$ cat config.mk
export PLATFORM = sky130hd
export DESIGN_NAME = apb_reg_top_flat
export DESIGN_NICKNAME = d
export VERILOG_FILES = /design/src/rtl/apb_reg_pkg.sv /design/src/rtl/apb_reg_if.sv /design/src/rtl/apb_wait_ctrl.sv /design/src/rtl/apb_reg_top.sv /design/src/flat_wrapper.sv
export SDC_FILE = /design/constraint.sdc
export NUM_CORES = 1
export LEC_CHECK = 0
export ABC_AREA = 1
export CORE_ASPECT_RATIO = 1.2
export CORE_MARGIN = 2
export CORE_UTILIZATION = 24
export DETAILED_ROUTE_END_ITERATION = 10
export PLACE_DENSITY = 0.51
export SLEW_MARGIN = 20
export SYNTH_ARGS = -nofsm -noshare
export SYNTH_HDL_FRONTEND = slang
export SYNTH_HIERARCHICAL = 1
export SYNTH_SLANG_ARGS = --single-unit
$ cat constraint.sdc
create_clock -name PCLK -period 2.96 [get_ports PCLK]
set_input_delay 0.888 -clock PCLK [delete_from_list [all_inputs] [get_ports PCLK]]
set_output_delay 0.888 -clock PCLK [all_outputs]
set_load 0.01 [all_outputs]
$ cat src/rtl/apb_reg_pkg.sv
// Shared constants and address-decode helper for the APB register block.
package apb_reg_pkg;

  localparam int unsigned NUM_W = 5;
  localparam int unsigned NUM_R = 3;

  localparam int unsigned ADDR_W0 = 0;
  localparam int unsigned ADDR_W1 = 1;
  localparam int unsigned ADDR_W2 = 2;
  localparam int unsigned ADDR_W3 = 3;
  localparam int unsigned ADDR_W4 = 4;
  localparam int unsigned ADDR_R0 = 5;
  localparam int unsigned ADDR_R1 = 6;
  localparam int unsigned ADDR_R2 = 7;

  typedef enum logic [1:0] {
    ACC_RW       = 2'd0,
    ACC_RO       = 2'd1,
    ACC_UNMAPPED = 2'd2
  } acc_kind_e;

  // Classifies a word address into read/write, read-only or unmapped space.
  function automatic acc_kind_e decode_addr(input logic [31:0] addr);
    if (addr >= ADDR_W0 && addr <= ADDR_W4) begin
      return ACC_RW;
    end else if (addr >= ADDR_R0 && addr <= ADDR_R2) begin
      return ACC_RO;
    end
    return ACC_UNMAPPED;
  endfunction

endpackage

$ cat src/rtl/apb_reg_if.sv
// APB3 bus bundle between the system master and the register block.
interface apb_reg_if #(
  parameter int unsigned AWIDTH = 4,
  parameter int unsigned DWIDTH = 8
) ();

  logic              PSEL;
  logic              PENABLE;
  logic              PWRITE;
  logic [AWIDTH-1:0] PADDR;
  logic [DWIDTH-1:0] PWDATA;
  logic [DWIDTH-1:0] PRDATA;
  logic              PREADY;
  logic              PSLVERR;

  modport master (
    output PSEL, PENABLE, PWRITE, PADDR, PWDATA,
    input  PRDATA, PREADY, PSLVERR
  );

  modport slave (
    input  PSEL, PENABLE, PWRITE, PADDR, PWDATA,
    output PRDATA, PREADY, PSLVERR
  );

endinterface

$ cat src/rtl/apb_wait_ctrl.sv
// Wait-state counter: holds PREADY low for WAIT_CYCLES access-phase cycles.
module apb_wait_ctrl #(
  parameter int unsigned WAIT_CYCLES = 0
) (
  input  logic PCLK,
  input  logic PRESET,
  input  logic psel_i,
  input  logic penable_i,
  output logic pready_o
);

  localparam int unsigned CW = (WAIT_CYCLES > 0) ? $clog2(WAIT_CYCLES + 1) : 1;

  logic [CW-1:0] cnt_q;
  logic [CW-1:0] cnt_d;
  logic          access;
  logic          ready;

  assign access   = psel_i & penable_i & ~PRESET;
  assign ready    = (WAIT_CYCLES == 0) || (cnt_q == CW'(WAIT_CYCLES));
  assign pready_o = access & ready;

  // Clears on completion or deselect so every transfer starts from zero.
  always_comb begin
    cnt_d = cnt_q;
    if (!psel_i || pready_o) begin
      cnt_d = '0;
    end else if (access) begin
      cnt_d = cnt_q + CW'(1);
    end
  end

  always_ff @(posedge PCLK) begin
    if (PRESET) begin
      cnt_q <= '0;
    end else begin
      cnt_q <= cnt_d;
    end
  end

endmodule

$ cat src/rtl/apb_reg_top.sv
// APB3 slave with five control registers and three live status inputs.
module apb_reg_top
  import apb_reg_pkg::*;
#(
  parameter int unsigned AWIDTH      = 4,
  parameter int unsigned DWIDTH      = 8,
  parameter int unsigned WAIT_CYCLES = 0
) (
  input  logic              PCLK,
  input  logic              PRESET,
  apb_reg_if.slave          apb,
  input  logic [DWIDTH-1:0] regr_in_0,
  input  logic [DWIDTH-1:0] regr_in_1,
  input  logic [DWIDTH-1:0] regr_in_2,
  output logic [DWIDTH-1:0] regw_out_0,
  output logic [DWIDTH-1:0] regw_out_1,
  output logic [DWIDTH-1:0] regw_out_2,
  output logic [DWIDTH-1:0] regw_out_3,
  output logic [DWIDTH-1:0] regw_out_4
);

  logic [DWIDTH-1:0] regs_q    [NUM_W];
  logic [DWIDTH-1:0] regs_d    [NUM_W];
  logic [DWIDTH-1:0] regr_arr  [NUM_R];
  logic [DWIDTH-1:0] rd_data;
  logic [31:0]       addr_int;
  acc_kind_e         kind;
  logic              pready;
  logic              access_phase;
  logic              complete;
  logic              err;

  apb_wait_ctrl #(
    .WAIT_CYCLES(WAIT_CYCLES)
  ) u_wait (
    .PCLK     (PCLK),
    .PRESET   (PRESET),
    .psel_i   (apb.PSEL),
    .penable_i(apb.PENABLE),
    .pready_o (pready)
  );

  assign addr_int     = 32'(apb.PADDR);
  assign kind         = decode_addr(addr_int);
  assign access_phase = apb.PSEL & apb.PENABLE & ~PRESET;
  assign complete     = access_phase & pready;
  assign err          = (kind == ACC_UNMAPPED) || ((kind == ACC_RO) && apb.PWRITE);

  assign regr_arr[0] = regr_in_0;
  assign regr_arr[1] = regr_in_1;
  assign regr_arr[2] = regr_in_2;

  always_comb begin
    rd_data = '0;
    for (int unsigned i = 0; i < NUM_W; i++) begin
      if (addr_int == ADDR_W0 + i) begin
        rd_data = regs_q[i];
      end
    end
    for (int unsigned i = 0; i < NUM_R; i++) begin
      if (addr_int == ADDR_R0 + i) begin
        rd_data = regr_arr[i];
      end
    end
  end

  // Errored reads return zero; PSLVERR only asserts on the completing cycle.
  assign apb.PRDATA  = (access_phase && !apb.PWRITE && !err) ? rd_data : '0;
  assign apb.PSLVERR = complete & err;
  assign apb.PREADY  = pready;

  always_comb begin
    for (int unsigned i = 0; i < NUM_W; i++) begin
      regs_d[i] = regs_q[i];
      if (complete && apb.PWRITE && !err && (addr_int == ADDR_W0 + i)) begin
        regs_d[i] = apb.PWDATA;
      end
    end
  end

  always_ff @(posedge PCLK) begin
    for (int unsigned i = 0; i < NUM_W; i++) begin
      if (PRESET) begin
        regs_q[i] <= '0;
      end else begin
        regs_q[i] <= regs_d[i];
      end
    end
  end

  assign regw_out_0 = regs_q[0];
  assign regw_out_1 = regs_q[1];
  assign regw_out_2 = regs_q[2];
  assign regw_out_3 = regs_q[3];
  assign regw_out_4 = regs_q[4];

endmodule

$ cat src/flat_wrapper.sv
// flat-port wrapper written by rule: the top's interface ports become plain ports
module apb_reg_top_flat import apb_reg_pkg::*;
#(
  parameter int unsigned AWIDTH      = 4,
  parameter int unsigned DWIDTH      = 8,
  parameter int unsigned WAIT_CYCLES = 0
)
  (PCLK, PRESET, regr_in_0, regr_in_1, regr_in_2, regw_out_0, regw_out_1, regw_out_2, regw_out_3, regw_out_4, apb_PSEL, apb_PENABLE, apb_PWRITE, apb_PADDR, apb_PWDATA, apb_PRDATA, apb_PREADY, apb_PSLVERR);
  apb_reg_if #(.AWIDTH(AWIDTH), .DWIDTH(DWIDTH)) apb_i ();
  input  logic PCLK;
  input  logic PRESET;
  input  logic [DWIDTH-1:0] regr_in_0;
  input  logic [DWIDTH-1:0] regr_in_1;
  input  logic [DWIDTH-1:0] regr_in_2;
  output logic [DWIDTH-1:0] regw_out_0;
  output logic [DWIDTH-1:0] regw_out_1;
  output logic [DWIDTH-1:0] regw_out_2;
  output logic [DWIDTH-1:0] regw_out_3;
  output logic [DWIDTH-1:0] regw_out_4;
  input wire logic [$bits(apb_i.PSEL)-1:0] apb_PSEL;
  input wire logic [$bits(apb_i.PENABLE)-1:0] apb_PENABLE;
  input wire logic [$bits(apb_i.PWRITE)-1:0] apb_PWRITE;
  input wire logic [$bits(apb_i.PADDR)-1:0] apb_PADDR;
  input wire logic [$bits(apb_i.PWDATA)-1:0] apb_PWDATA;
  output wire logic [$bits(apb_i.PRDATA)-1:0] apb_PRDATA;
  output wire logic [$bits(apb_i.PREADY)-1:0] apb_PREADY;
  output wire logic [$bits(apb_i.PSLVERR)-1:0] apb_PSLVERR;
  assign apb_i.PSEL = apb_PSEL;
  assign apb_i.PENABLE = apb_PENABLE;
  assign apb_i.PWRITE = apb_PWRITE;
  assign apb_i.PADDR = apb_PADDR;
  assign apb_i.PWDATA = apb_PWDATA;
  assign apb_PRDATA = apb_i.PRDATA;
  assign apb_PREADY = apb_i.PREADY;
  assign apb_PSLVERR = apb_i.PSLVERR;
  apb_reg_top #(.AWIDTH(AWIDTH), .DWIDTH(DWIDTH), .WAIT_CYCLES(WAIT_CYCLES)) u_core (.PCLK(PCLK), .PRESET(PRESET), .apb(apb_i), .regr_in_0(regr_in_0), .regr_in_1(regr_in_1), .regr_in_2(regr_in_2), .regw_out_0(regw_out_0), .regw_out_1(regw_out_1), .regw_out_2(regw_out_2), .regw_out_3(regw_out_3), .regw_out_4(regw_out_4));
endmodule
==> results of run 1 <==
cell usage in the layout (no fill, tap or decap), types with 7 or more instances in the layout:
cell / n
clkdlybuf4s50_1: 72
nand2_1: 60
inv_1: 53
nor2_1: 45
dfxtp_1: 40
a21oi_1: 36
buf_4: 33
o21ai_0: 30
nand3_1: 10
buf_6: 8
buf_2: 8
nor2_4: 7
cells by family (layout without fill, tap and decap cells):
| family | after synthesis | after routing | synth area share (%) |
|---|---|---|---|
| AO/OA/AOI/OAI | 82 | 82 | 18.99 |
| AND/OR/NAND/NOR | 154 | 154 | 32.29 |
| buffers and inverters | 70 | 199 | 13.08 |
| flip-flops | 40 | 40 | 35.63 |
worst max-delay path, cell delays in order:
cell and delay (ns):
buf_8 0.10, buf_6 0.12, nor2_4 0.14, buf_6 0.12
buf_12 0.11, nand3_1 0.06, o21ai_1 0.09, nor2_1 0.08
nand3_1 0.08, nand2_1 0.07, a21oi_2 0.10, buf_2 0.13
metal layers:
metal  vias up  share of wire, %  GRT usage (%)
met5         -                 0              0
met2        69                49          25.65
met4         0               1.1          3.518
met1      1158                45          19.58
li1       1353                 -              -
met3         9               5.5          2.991
how the worst min path moves through the flow:
| stage | startpoint | to | cells after the start |
|---|---|---|---|
| floorplan | u_core/regs_q[3][0]$_SDFFE_PP0P_ | u_core/regs_q[3][0]$_SDFFE_PP0P_ | 2 |
| global placement | u_core/regs_q[3][2]$_SDFFE_PP0P_ | u_core/regs_q[3][2]$_SDFFE_PP0P_ | 2 |
| detailed placement | u_core/regs_q[3][0]$_SDFFE_PP0P_ | u_core/regs_q[3][0]$_SDFFE_PP0P_ | 2 |
| CTS | u_core/regs_q[3][0]$_SDFFE_PP0P_ | u_core/regs_q[3][0]$_SDFFE_PP0P_ | 2 |
| global route | u_core/regs_q[4][2]$_SDFFE_PP0P_ | u_core/regs_q[4][2]$_SDFFE_PP0P_ | 2 |
| finish | u_core/regs_q[3][0]$_SDFFE_PP0P_ | u_core/regs_q[3][0]$_SDFFE_PP0P_ | 2 |
stage by stage:
step	hold WS (ns)	power (uW)	setup slack, ns	instance area (um^2)
floorplan	0.4794	600.7	0.2159	2247
global placement	0.4504	704.1	-0.9080	3471
detailed placement	0.4568	704.8	-0.9153	3471
CTS	0.4685	1073	-0.07206	3638
global route	0.4929	1131	-0.09666	3846
finish	0.4661	1078	-0.02279	3846
cell type report:
cell class                 count  area (um^2)
multi-input combinational    236         1334
inverter                      59        226.5
tap                          120        150.1
timing repair buffer         133         1254
clock buffer                   5        68.82
clock inverter                 2        12.51
sequential                    40        800.8
fill                         931         5235
timing repair:
item / in CTS / in global routing
cloned: 1 / 1
setup endpoints to repair: 10 / 8
pin swaps: 11 / 27
gates resized for setup: 77 / 59
setup buffers: 8 / 3
power by group:
group	total, uW	internal, uW	switching, uW	leakage (uW)
combinational	188	101	87.2	0.00126
clock	352	160	192	0.0000400
sequential	538	538	0.129	0.000322
total	1080	798	280	0.00162
==> flow_summary.json, run 1 <==
{
  "drt_wl_total_um": 7819,
  "required_ns": 2.07,
  "end_kind": "primary output",
  "hpwl_um": 5688,
  "antenna_found_initial": 0,
  "drive_above_1_share_pct": 24.42,
  "via_count": 2589,
  "synth_nets": 387,
  "place.gp.congestion": 0.8055,
  "finalSetupTns_ns": -0.04386,
  "dp_cells": 576,
  "worst_r2r_endpoint": "u_core/regs_q[1][7]$_SDFFE_PP0P_",
  "die_y_um": 110,
  "largest_reg_flops": 40,
  "synth_common_cells": "nand2_1 (65), inv_1 (55), nor2_1 (52), a21oi_1 (42), dfxtp_1 (40)",
  "synth-async-reset-ratio_pct": 0,
  "synth_edf_count": 0,
  "final_cell_count_no_fill": 595,
  "outcome": "finished, violations left",
  "synth_cells": 346,
  "arrival_ns": 2.09,
  "drt_iter0_drc": 72,
  "hold_viol": 0,
  "rsz0062_at_grt": "true",
  "reg_top3": "u_core/regs_q x40",
  "crit_start": "apb_PADDR[1]",
  "yosysMostFrequentCell": "nand2_1",
  "clk_pin_slew_ns": 0.07,
  "ant_nets": 0,
  "grt_pass1_vias": 2416,
  "peakVddDrop_uv": 163.0,
  "path_class": "in -> out",
  "grt_pass1_wl_um": 12050,
  "reg2reg_from": "u_core/regs_q[1][7]$_SDFFE_PP0P_",
  "yosysTopAreaCell": "dfxtp_1",
  "netlist_area_um2": 2247,
  "reg2reg_slack_ns": 2.22,
  "powerDensity_nw_per_um2": 280.2,
  "ys_ff_latch": 40,
  "synth_area_per_cell_um2": 6.495,
  "antennaDiodeCount": 0,
  "clock-root-buffer": "clkbuf_8",
  "placementRows": 38,
  "dr.pass1.iters": 4,
  "fmax_ghz": 0.3353,
  "drcViolationCount": 0,
  "cts_hold_buf": 0,
  "cts_buffer_depth": 2,
  "final.setup_skew_ns": 0,
  "tightest_slew_ns": 0.3786,
  "start_util_pct": 24.75,
  "timing.max_cap.violations": 0,
  "io_pins": 91,
  "clkLatencyLatePin_ns": 0.29,
  "start_kind": "primary input",
  "fin_crit_sh_pct": 100.8,
  "track_usage_pct": 15.01,
  "die_w_um": 92.33,
  "cts_tree": "yes",
  "die_area_um2": 10160,
  "fin_util_pct": 42.35,
  "hp-class": "reg -> reg",
  "crit_path_end": "apb_PRDATA[2]",
  "leakage_uw": 0.001620,
  "setup_ws_ns": -0.02279,
  "cp_max_fo": 5,
  "overflow": 0,
  "reg2reg_depth": 4,
  "area.growth.synth_to_final_pct": 71.16,
  "violations": "negative setup slack",
  "synth_flop_cell": "dfxtp_1",
  "core_area_um2": 9081,
  "wire_per_inst_um": 13.14,
  "port_buffers": 90,
  "layout.nets": 516,
  "yosys_warnings": 6,
  "grt_max_degree": 41,
  "slew_viol_final": 0,
  "period_minus_slack_ns": 2.983,
  "largest-register": "u_core/regs_q",
  "yosys.area.top_type_share_pct": 35.63,
  "cts.sinks": 40,
  "htreeDepth": 2,
  "viasPerCell": 4.351,
  "slew_headroom_pct": 74.76,
  "finalSetupViolations": 3,
  "yosysUniqueCellTypes": 26,
  "numCtsBuffers": 5,
  "yosys-top-cells-area": "dfxtp_1 (36%), nand2_1 (11%), a21oi_1 (9.4%)",
  "ys_seq_area_share_pct": 35.63
}
Note: power is estimated with default switching activity, not from simulation.
==> run 2: changes to the inputs <==
--- a/config.mk
+++ b/config.mk
@@ -14,5 +14,4 @@
 export SLEW_MARGIN = 20
 export SYNTH_ARGS = -nofsm -noshare
 export SYNTH_HDL_FRONTEND = slang
-export SYNTH_HIERARCHICAL = 1
 export SYNTH_SLANG_ARGS = --single-unit
==> run 2 against run 1 <==
The flow now finishes without violations. Clock skew unchanged. Clock power up 6.0%. First-iteration DRC count up 24%. Register-to-register slack better by 0.05 ns. Flip-flop and latch count unchanged. Count of clock-buffer cells in the layout up 3. Routed wire length up 10%. Die area down 5.5%. Cell area down 2.7%. Worst hold slack better by 0.077 ns.
==> flow_summary.json, run 2 <==
{
  "die_y_um": 106.9,
  "drt_wl_total_um": 8616,
  "clock-root-buffer": "clkbuf_8",
  "dr.pass1.iters": 4,
  "p_comb_share_pct": 16.3,
  "tightest_slew_ns": 0.3630,
  "end_kind": "primary output",
  "synth_common_cells": "nor2_1 (107), nand2_1 (52), o21ai_0 (45), dfxtp_1 (40), inv_1 (29)",
  "placed_cell_area_um2": 3349,
  "layout.nets": 511,
  "ys_ff_latch": 40,
  "place.gp.congestion": 0.8107,
  "hold_viol": 0,
  "fmax_ghz": 0.3426,
  "yosys.area.top_type_share_pct": 37.78,
  "fin_crit_sh_pct": 98.60,
  "worst_r2r_endpoint": "u_core.regs_q[3][6]$_SDFFE_PP0P_",
  "ys_seq_area_share_pct": 37.78,
  "path_class": "in -> out",
  "antennaDiodeCount": 0,
  "synth_cells": 341,
  "cp_num_cells": 11,
  "drt_iter0_drc": 89,
  "start_kind": "primary input",
  "grt_pass1_vias": 2600,
  "synth_area_per_cell_um2": 6.216,
  "largest_reg_flops": 40,
  "yosys_warnings": 0,
  "p_clk_share_pct": 34.2,
  "hp-class": "reg -> reg",
  "pwr-share-seq_pct": 49.5,
  "final_common_cell": "nor2_1",
  "yosysUniqueCellTypes": 19,
  "cts.sinks": 40,
  "dp_cells": 568,
  "port_buffers": 90,
  "slew_headroom_pct": 75.80,
  "reg_top3": "u_core.regs_q x40",
  "period_minus_slack_ns": 2.919,
  "synth-async-reset-ratio_pct": 0,
  "switching_power_uw": 266.7,
  "drive_above_1_share_pct": 27.60,
  "outcome": "completed",
  "cts_buffer_depth": 2,
  "reg2reg_depth": 2,
  "numCtsBuffers": 5,
  "placementRows": 37,
  "arrival_ns": 2.03,
  "die_area_um2": 9602,
  "cp_max_fo": 7,
  "track_usage_pct": 17.75,
  "drcViolationCount": 0,
  "htreeDepth": 2,
  "largest-register": "u_core.regs_q",
  "final_cell_count_no_fill": 588,
  "yosysMostFrequentCell": "nor2_1",
  "grt_pass1_wl_um": 13520,
  "ant_nets": 0,
  "leakage_uw": 0.001649,
  "synth_flop_cell": "dfxtp_1",
  "antenna_found_initial": 0,
  "powerDensity_nw_per_um2": 291.1,
  "yosysTopAreaCell": "dfxtp_1",
  "grt_max_degree": 41,
  "path_buf_inv": 3,
  "rsz0062_at_grt": "true",
  "hpwl_um": 6216,
  "core_area_um2": 8564,
  "via_count": 2630,
  "p_int_uw": 822.6,
  "reg2reg_from": "u_core.regs_q[3][6]$_SDFFE_PP0P_",
  "required_ns": 2.07,
  "area.growth.synth_to_final_pct": 76.56,
  "clk_pin_slew_ns": 0.08,
  "start_util_pct": 24.75,
  "cts_tree": "yes",
  "slew_viol_final": 0,
  "cp_cell_sequence": "buf_8, nor2_4, nand2_2, clkinv_4, nand2_1, nand2_2, nor2_2, nand3_2, nand2_1, a21oi_2, buf_2",
  "reg2reg_slack_ns": 2.27,
  "netlist_area_um2": 2120,
  "critPathMaxStageDelay_ns": 0.22,
  "viasPerCell": 4.473,
  "io_pins": 91,
  "cp_slowest_cell": "nor2_4",
  "synth_nets": 382,
  "critPathTopFamily": "simple AND/OR/NAND/NOR gates",
  "wire_per_inst_um": 14.65,
  "crit_path_end": "apb_PRDATA[5]",
  "clkLatencyLatePin_ns": 0.28,
  "synth_edf_count": 0,
  "fin_area_um2": 3742,
  "die_w_um": 89.79,
  "p_sw_share_pct": 24.48,
  "timing.max_cap.violations": 0,
  "yosys-top-cells-area": "dfxtp_1 (38%), nor2_1 (19%), o21ai_0 (11%)",
  "final_cell_mix": "nor2_1 (94), clkdlybuf4s50_1 (73), o21ai_0 (44)",
  "peakVddDrop_uv": 184.2,
  "crit_start": "apb_PADDR[3]",
  "finalSetupViolations": 0,
  "overflow": 0,
  "final.setup_skew_ns": 0
}
==> run 2: cell types whose count changed in the layout (fill, tap and decap cells not counted), sizes merged, moves of 5 or more <==
| cell | change |
|---|---|
| a21oi | -26 |
| buf | -5 |
| inv | -23 |
| nand2 | -12 |
| nor2 | +58 |
| o21ai | +6 |
==> run 2: routing by layer <==
metal	up-vias	share of wire [%]	global-route usage, %
li1	1335	-	-
met1	1210	42	21.96
met2	80	51	31.87
met3	5	5.5	3.443
met4	0	0.81	4.286
met5	-	0	0
==> run 2: kinds of logic (layout without fill, tap and decap cells) <==
family	Yosys count	after routing	synth area share [%]
flops	40	40	37.78
simple gates	196	196	39.49
compound gates	62	62	14.99
buf+inv	43	173	7.733
==> run 2: cell type report <==
class	count	area (um^2)
well taps	117	146.4
fillers	899	4822
clock buffers	8	90.09
flip-flops and latches	40	800.8
inverters	37	151.4
repair buffers	128	1191
multi-input cells	258	1363
==> run 2: through the flow <==
step	total power (uW)	util, %	hold slack, ns	setup TNS (ns)	setup WS (ns)
2_1_floorplan	594.7	-	0.5607	0	0.2625
3_3_place_gp	699.0	39.11	0.5196	-7.049	-0.8765
3_5_place_dp	699.1	39.11	0.5270	-7.034	-0.8697
4_1_cts	1080	41.05	0.5502	-0.01062	-0.01062
5_1_grt	1136	43.70	0.5906	-0.3052	-0.06377
6_report	1089	43.70	0.5429	0	0.04131
==> run 2: worst min path at each step <==
stage	start	to	slack [ns]	cells past startpoint
after floorplan	u_core.regs_q[4][2]$_SDFFE_PP0P_	u_core.regs_q[4][2]$_SDFFE_PP0P_	0.56	2
after global placement	u_core.regs_q[4][6]$_SDFFE_PP0P_	u_core.regs_q[4][6]$_SDFFE_PP0P_	0.52	2
after detailed placement	u_core.regs_q[4][2]$_SDFFE_PP0P_	u_core.regs_q[4][2]$_SDFFE_PP0P_	0.53	2
after CTS	u_core.regs_q[4][2]$_SDFFE_PP0P_	u_core.regs_q[4][2]$_SDFFE_PP0P_	0.55	2
after global routing	u_core.regs_q[4][0]$_SDFFE_PP0P_	u_core.regs_q[4][0]$_SDFFE_PP0P_	0.59	2
final	u_core.regs_q[4][2]$_SDFFE_PP0P_	u_core.regs_q[4][2]$_SDFFE_PP0P_	0.54	2
==> run 2: power by group through the flow <==
stage / Clock, uW / Sequential (uW) / Combinational, uW
final: 373 / 540 / 177
after global routing: 407 / 540 / 190
after CTS: 383 / 539 / 158
after detailed placement: 0 / 552 / 147
after global placement: 0 / 552 / 147
after floorplan: 0 / 552 / 42.3
==> run 2: what timing repair did <==
item,CTS,global route
resized for setup,79,61
setup buffers,6,5
endpoints found under the setup margin,10,8
pin swaps,9,24
gates cloned,1,1
hold buffers,0,0
==> run 2: worst register-to-register path, delay by kind of cell, from the launching register on <==
| family | cells | cell delay [ns] |
|---|---|---|
| AOI/OAI and AO/OA | 1 | 0.19 |
| and+or+nand+nor | 1 | 0.06 |
| DFF | 1 | 0.34 |
==> run 3: changes to the inputs <==
--- a/config.mk
+++ b/config.mk
@@ -10,7 +10,7 @@
 export CORE_MARGIN = 2
 export CORE_UTILIZATION = 24
 export DETAILED_ROUTE_END_ITERATION = 10
-export PLACE_DENSITY = 0.51
+export PLACE_DENSITY_LB_ADDON = 0.05
 export SLEW_MARGIN = 20
 export SYNTH_ARGS = -nofsm -noshare
 export SYNTH_HDL_FRONTEND = slang
==> run 3 against run 2 <==
The run now ends with negative setup slack left. Total power is 1.8% higher. Flip-flop and latch count is the same. Die area unchanged. Routed wire length down 0.87%. Final cell count down 0.85%. Via count fell by 1.7%. Worst hold slack gained 0.0030 ns. Global-route usage hardly changed. Count of clock-buffer cells in the layout decreased by 1. Utilization shrank 0.92 points. Sequential power is essentially flat. Critical path type unchanged. Critical endpoint is now apb_PRDATA[0]. Largest cell class unchanged. Largest power group unchanged.
==> flow_summary.json, run 3 (same netlist as run 2, synthesis figures left out) <==
{
  "clkLatencyLatePin_ns": 0.29,
  "largest_reg_flops": 40,
  "grt_pass1_vias": 2519,
  "largest-register": "u_core.regs_q",
  "violations": "negative setup slack",
  "drcViolationCount": 0,
  "antennaDiodeCount": 0,
  "place.gp.congestion": 0.7837,
  "dpl_worst_slack_ns": -0.9431,
  "powerDensity_nw_per_um2": 302.6,
  "cts_buffer_depth": 2,
  "track_usage_pct": 17.72,
  "clk_pin_slew_ns": 0.08,
  "start_kind": "primary input",
  "timing.max_cap.violations": 0,
  "placementRows": 37,
  "drt_iter0_drc": 92,
  "final.setup_skew_ns": 0,
  "outcome": "finished, violations left",
  "end_kind": "primary output",
  "htreeDepth": 2,
  "ant_nets": 0,
  "cp_max_fo": 10,
  "io_pins": 91,
  "slew_viol_final": 0,
  "fin_crit_sh_pct": 100.8,
  "via_count": 2586,
  "numCtsBuffers": 5,
  "leakage_uw": 0.001595,
  "finalSetupViolations": 1,
  "overflow": 0,
  "tightest_slew_ns": 0.3664,
  "arrival_ns": 2.09,
  "viasPerCell": 4.436,
  "layout.nets": 507,
  "final_common_cell": "nor2_1",
  "hold_viol": 0,
  "final_cell_mix": "nor2_1 (101), clkdlybuf4s50_1 (74), o21ai_0 (45)",
  "core_area_um2": 8564,
  "reg_top3": "u_core.regs_q x40",
  "grt_max_degree": 41,
  "fin_hold_ws_ns": 0.5460,
  "setup_ws_ns": -0.02243,
  "path_class": "in -> out",
  "wire_per_inst_um": 14.65,
  "grt_pass1_wl_um": 13280,
  "area.growth.synth_to_final_pct": 72.85,
  "clock-root-buffer": "clkbuf_8",
  "slew_headroom_pct": 75.57,
  "die_w_um": 89.79,
  "die_area_um2": 9602,
  "rsz0062_at_grt": "true",
  "start_util_pct": 24.75,
  "drt_wl_total_um": 8541,
  "cts_tree": "yes",
  "period_minus_slack_ns": 2.982,
  "dr.pass1.iters": 4,
  "required_ns": 2.07,
  "cts.sinks": 40,
  "fmax_ghz": 0.3353,
  "p_total_uw": 1109,
  "antenna_found_initial": 0,
  "drive_above_1_share_pct": 23.18,
  "peakVddDrop_uv": 194.4,
  "die_y_um": 106.9,
  "hpwl_um": 6307,
  "hp-class": "reg -> reg",
  "port_buffers": 90
}
[run 3: cell types whose count changed in the layout (fill, tap and decap cells not counted), sizes merged]
cell / previous run / this run
dlygate4sd2: 2 / 1
buf: 50 / 45
clkinv: 1 / 0
inv: 36 / 37
clkdlybuf4s50: 73 / 74
[run 3: final timing paths]
kind / cells after the start / endpoint / slack [ns] / startpoint
worst max-delay path: 11 / apb_PRDATA[0] / -0.02 / apb_PADDR[3]
worst min-delay path: 2 / u_core.regs_q[4][4]$_SDFFE_PP0P_ / 0.55 / u_core.regs_q[4][4]$_SDFFE_PP0P_
worst max register to register: 2 / u_core.regs_q[3][6]$_SDFFE_PP0P_ / 2.27 / u_core.regs_q[3][6]$_SDFFE_PP0P_
worst min register to register: 2 / u_core.regs_q[4][4]$_SDFFE_PP0P_ / 0.55 / u_core.regs_q[4][4]$_SDFFE_PP0P_
[run 3: final cells by class]
type / count / area (um^2)
fill: 912 / 4901
multi-input combinational: 258 / 1290
sequential: 40 / 800.8
timing repair buffer: 124 / 1181
tap: 117 / 146.4
clock buffer: 7 / 96.34
inverter: 37 / 148.9
[run 3: critical path, stage by stage]
cell and delay (ns):
buf_8 0.10, nor2_4 0.15, buf_12 0.14, buf_8 0.13, nand3_2 0.11, nand2_2 0.10
nor2_2 0.04, nand3_1 0.08, nand2_1 0.06, a21oi_1 0.13, buf_2 0.14
[run 3: routing by layer]
metal  track usage (%)  part of all wire [%]
met1             22.30                    46
met4             4.615                   1.0
met5                 0                     0
met3             3.865                   6.1
met2             30.84                    47
[run 3: what timing repair did]
item | 4_1_cts | 5_1_grt
setup buffers | 6 | 3
setup endpoints to repair | 10 | 9
gates resized for setup | 92 | 21
pin swaps | 11 | 15
hold buffers | 0 | 0
[run 3: power breakdown]
part | total, uW | switching, uW | internal [uW]
logic | 172 | 80.2 | 91.9
registers | 539 | 0.926 | 539
clock network | 397 | 189 | 208
[run 3: through the flow]
step                util, %  setup TNS [ns]  area, um^2  cells
finish                42.78        -0.02243        3664    583
global route          42.78         -0.4761        3664    583
CTS                   41.80               0        3580    580
detailed placement    39.02          -7.740        3342    567
global placement      39.02          -8.103        3342    567
floorplan                 -               0        2120    341
==> patch 1, RTL diff (flow settings as in run 3) <==
`AWIDTH` is set to 4 in 3 places; all go to 5.
--- a/src/rtl/apb_reg_if.sv
+++ b/src/rtl/apb_reg_if.sv
@@ -1,6 +1,6 @@
 // APB3 bus bundle between the system master and the register block.
 interface apb_reg_if #(
-  parameter int unsigned AWIDTH = 4,
+  parameter int unsigned AWIDTH = 5,
   parameter int unsigned DWIDTH = 8
 ) ();
 
--- a/src/rtl/apb_reg_top.sv
+++ b/src/rtl/apb_reg_top.sv
@@ -2,7 +2,7 @@
 module apb_reg_top
   import apb_reg_pkg::*;
 #(
-  parameter int unsigned AWIDTH      = 4,
+  parameter int unsigned AWIDTH      = 5,
   parameter int unsigned DWIDTH      = 8,
   parameter int unsigned WAIT_CYCLES = 0
 ) (
--- a/src/flat_wrapper.sv
+++ b/src/flat_wrapper.sv
@@ -1,7 +1,7 @@
 // flat-port wrapper written by rule: the top's interface ports become plain ports
 module apb_reg_top_flat import apb_reg_pkg::*;
 #(
-  parameter int unsigned AWIDTH      = 4,
+  parameter int unsigned AWIDTH      = 5,
   parameter int unsigned DWIDTH      = 8,
   parameter int unsigned WAIT_CYCLES = 0
 )
Interface: changed (resized apb_PADDR); port bits go from 91 to 92. The function was not compared with the original's and may differ.
==> patch 1 against run 3 <==
The flow still finishes with violations (setup timing); sequential share of layout area fell by 0.56 points; setup slack worse by 77 ps; sequential cell count unchanged; wire length down 8.1%; area after synthesis up 4.1%; cell area is 2.6% higher; via count is 2.3% lower; core utilization shrank 0.94 points; total power up 4.8%.
==> patch 1: results (changes against run 3) <==
[worst_setup_path]
worstPathArrival_ps=2170  ; +80 ps
crit_slowest_cell=buf_4
crit_fanout=5  ; -5
crit_path_max_incr_delay_ps=200  ; +50 ps

[clock_tree]
cts_max_level=2  ; unchanged
clkLatencyLatePin_ps=290  ; about the same
root_buffer=clkbuf_8
cts_buffer_depth=2  ; unchanged
path_clk_slew_ps=80  ; about the same
clkSinkCount=40  ; unchanged

[global_routing]
grt_max_degree=25  ; -39%
grt_pass1_wl_mm=12.9  ; -2.9%
grt_use_total_pct=16.2  ; -1.5 points
antenna_found_initial=0  ; unchanged

[routing]
vias=2527  ; -2.3%
drtIter0Drc=79  ; -14%
drtPass1Iterations=4  ; unchanged
drt_wl_total_mm=7.85  ; -8.1%

[place]
hpwlAfterDp_mm=6.13  ; -2.8%
io_buffers=91  ; +1.1%
place.gp.congestion=0.771  ; -1.6%
place_ws_ps=-898  ; +44.9 ps

[sta]
worst_pin_slew_ps=369  ; +2.70 ps
worst_hold_slack_ps=469  ; -77.2 ps
setup_violations=8  ; +7
timing.final.ws_setup_ps=-99.5  ; -77.1 ps

[synthesis]
ys_types=20  ; +1
yosysSeqAreaShare_pct=36.3  ; -1.5 points
synth_common_cells=71 x nor2_1, 56 x a21oi_1, 53 x nand2_1
synth.area.top_cells=dfxtp_1 36%, a21oi_1 13%, nor2_1 12%
syn_nets=375  ; -1.8%

[finish]
antennaDiodeCount=0  ; unchanged
reg.largest.list=u_core.regs_q (40)
fin_nets=507  ; unchanged
final_layout_size_suffix_gt1_share_pct=25.5  ; +2.4 points
n_fill_cell=969  ; +6.3%

[power]
ir_drop_v=0.000179  ; -8.1%
leakagePower_nw=1.57  ; -1.6%

[hold_path]
hp-class=reg2reg

[outcome]
violations=setup timing
status=complete, but fails checks

[flow_run]
drv_cap=0  ; unchanged

patch 1: timing repair:
| item | in CTS | in global routing |
|---|---|---|
| buffers inserted | 14 | 2 |
| gates resized for setup | 87 | 19 |
| endpoints found under the setup margin | 10 | 8 |
| pin swaps | 20 | 13 |
| hold buffers | 0 | 0 |
patch 1: cells by family (layout without fill, tap and decap cells):
family          count (synthesis)  count (layout)  share of synthesized area (%)
flops                          40              40                           36.3
simple gates                  157             157                           33.6
compound gates                 80              80                           19.0
buf+inv                        56             189                           11.1
patch 1: final timing paths:
check,depth (start not counted),startpoint,end
max,11,apb_PADDR[3],apb_PRDATA[7]
min,2,u_core.regs_q[4][2],u_core.regs_q[4][2]
max reg2reg,2,u_core.regs_q[3][0],u_core.regs_q[3][0]
min reg2reg,2,u_core.regs_q[4][2],u_core.regs_q[4][2]
patch 1: final cells by class:
class,count,area share (%)
Tap cell,120,3.99
Clock inverter,3,1.23
Sequential cell,40,21.3
Multi-Input combinational cell,237,34.1
Inverter,46,4.69
Timing Repair Buffer,135,32.8
Clock buffer,5,1.83
patch 1: metal layers:
layer / track usage (%) / up-vias / share of wire [%] / wire length, um
met2: 27.2 / 80 / 47 / 3660
met3: 3.04 / 4 / 5.3 / 415
li1: - / 1331 / - / -
met5: 0 / - / 0 / 0
met1: 21.8 / 1112 / 47 / 3720
met4: 3.25 / 0 / 0.66 / 52
patch 1: worst max-delay path: cells and delay by family:
family	cells	cell delay, ps
and+or+nand+nor	5	580
AOI/OAI and AO/OA	1	110
buffers and inverters	5	600
patch 1: where the power goes:
part	total, mW	internal [mW]	switching (mW)
combinational	0.162	0.0866	0.0751
clock	0.462	0.254	0.208
sequential	0.538	0.538	0.000177
patch 1: metrics by stage:
stage                     utilization (%)  instance area [um2]  power [mW]  std cells  setup TNS (ps)
after floorplan                         -                 2210       0.600        333               0
after CTS                            40.9                 3680        1.18        584            -540
final                                41.8                 3760        1.16        586            -461
after global routing                 41.8                 3760        1.21        586           -1320
after global placement               38.0                 3410       0.696        563           -7540
after detailed placement             38.0                 3410       0.696        563           -7460
==> patch 2, RTL diff (flow settings as in run 3) <==
Made on the original files. Register the output `apb.PSLVERR`; this adds one clock of latency there.
--- a/src/rtl/apb_reg_top.sv
+++ b/src/rtl/apb_reg_top.sv
@@ -66,7 +66,9 @@
 
   // Errored reads return zero; PSLVERR only asserts on the completing cycle.
   assign apb.PRDATA  = (access_phase && !apb.PWRITE && !err) ? rd_data : '0;
-  assign apb.PSLVERR = complete & err;
+  always_ff @(posedge PCLK) begin
+    apb.PSLVERR <= complete & err;
+  end
   assign apb.PREADY  = pready;
 
   always_comb begin
Behaviour: not the same (a bounded check fails within 4 cycles, from zero or initial values).
==> patch 2 against run 3 <==
Total power grew 0.26%; sequential cell count grew 1; wire length grew 2.3%; core utilization grew 0.95 points; die area grew 0.91%; area after synthesis grew 0.94%; cell area grew 2.8%; setup slack gained 76 ps; critical endpoint is now apb_PRDATA[1]; largest power group unchanged.
==> patch 2: results (changes against run 3) <==
[outcome]
status=complete, no violations

[synthesis]
synth.area.top_cells=dfxtp_1 38%, nor2_1 19%, o21ai_0 11%
async_reset_ff_share_pct=0  ; unchanged
ys_types=19  ; unchanged
synth_cells=342  ; +0.29%
syn_nets=383  ; +0.26%
yosysSeqAreaShare_pct=38.4  ; +0.58 points
synth_common_cells=107 x nor2_1, 52 x nand2_1, 45 x o21ai_0

[finish]
final_layout_size_suffix_gt1_share_pct=26.9  ; +3.7 points
fin_nets=512  ; +0.99%
reg.largest.list=u_core.regs_q (40), u_core.apb.PSLVERR (1)
antennaDiodeCount=0  ; unchanged

[worst_setup_path]
r2r_start=u_core.regs_q[1][5]
crit_path_start=apb_PADDR[1]
worstPathArrival_ps=2020  ; -70 ps
r2r-end=u_core.regs_q[1][5]
ff2ff_path_depth=2  ; unchanged
crit_fanout=5  ; -5
cp-endpoint=apb_PRDATA[1]
reg2reg_setup_slack_ps=2250  ; -20 ps

[place]
placed_area_mm2=0.00335  ; +0.37%
place.gp.congestion=0.837  ; +6.8%
hpwlAfterDp_mm=6.41  ; +1.6%
place_ws_ps=-940  ; +3.36 ps
place_inst=567  ; unchanged

[power]
ir_drop_v=0.000162  ; -16%
leakagePower_nw=1.67  ; +4.8%

[global_routing]
grt_use_total_pct=17.9  ; +0.18 points
antenna_found_initial=0  ; unchanged
grt_pass1_wl_mm=13.5  ; +1.9%

[sta]
post-route-min-period_ps=2910  ; -76.1 ps
worst_hold_slack_ps=553  ; +7.05 ps
worst_pin_slew_ps=363  ; -3.21 ps
fin_skew_ps=0  ; unchanged

[routing]
vias_per_cell=4.48  ; +0.90%
wire_per_inst_um=14.8  ; +1.3%
vias=2636  ; +1.9%
drc=0  ; unchanged

[hold_path]
whs_endpoint=u_core.regs_q[2][6]
min_from=u_core.regs_q[2][6]

[clock_tree]
cts_buffers=5  ; unchanged
clkLatencyLatePin_ps=300
root_buffer=clkbuf_8
path_clk_slew_ps=80  ; about the same
cts_max_level=2  ; unchanged

-- patch 2: changes by cell type in the layout (fill, tap and decap cells not counted), moves of 3 or more --
cell / before / now
nand3_2: 7 / 10
nor2_2: 5 / 9
nand3_1: 11 / 8
a21oi_1: 15 / 11
buf_4: 27 / 31
nor2_1: 101 / 95
a21oi_2: 1 / 5
-- patch 2: routing by layer --
| metal | vias up | track usage (%) | wire length, um |
|---|---|---|---|
| met5 | - | 0 | 0 |
| met1 | 1194 | 23.5 | 4090 |
| met3 | 8 | 4.20 | 475 |
| met2 | 92 | 29.6 | 4070 |
| li1 | 1342 | - | - |
| met4 | 0 | 4.84 | 104 |
-- patch 2: final cells by class --
class                   count  area, um2
multi-input cells         258       1360
clock inverters             2       15.0
fillers                   942       4850
flip-flops and latches     41        821
repair buffers            128       1200
clock buffers               6       72.6
inverters                  37        154
well taps                 117        146
-- patch 2: what timing repair did --
action                                  4_1_cts  5_1_grt
hold buffers                                  0        0
pin swaps                                     8       15
hold endpoints to repair                      0        0
endpoints found under the setup margin        9        8
setup buffers                                11        3
resized for setup                            95       41
-- patch 2: power breakdown --
group          switching (mW)  internal (mW)
Combinational          0.0825         0.0952
Clock                   0.214          0.167
Sequential            0.00112          0.552
-- patch 2: kinds of logic (layout without fill, tap and decap cells) --
| logic type | count (synthesis) | in the layout | share of synthesized area [%] |
|---|---|---|---|
| AOI/OAI and AO/OA | 62 | 62 | 14.9 |
| buffers and inverters | 43 | 173 | 7.66 |
| DFF | 41 | 41 | 38.4 |
| and+or+nand+nor | 196 | 196 | 39.1 |
-- patch 2: worst max-delay path, cell delays in order --
cell     delay, ps
buf_6          110
inv_4           60
buf_6           90
nand2_4         40
nor2_4         140
buf_6          120
buf_4          110
a21oi_2         60
nand3_2         80
nand2_1         60
a21oi_1        100
buf_2          140
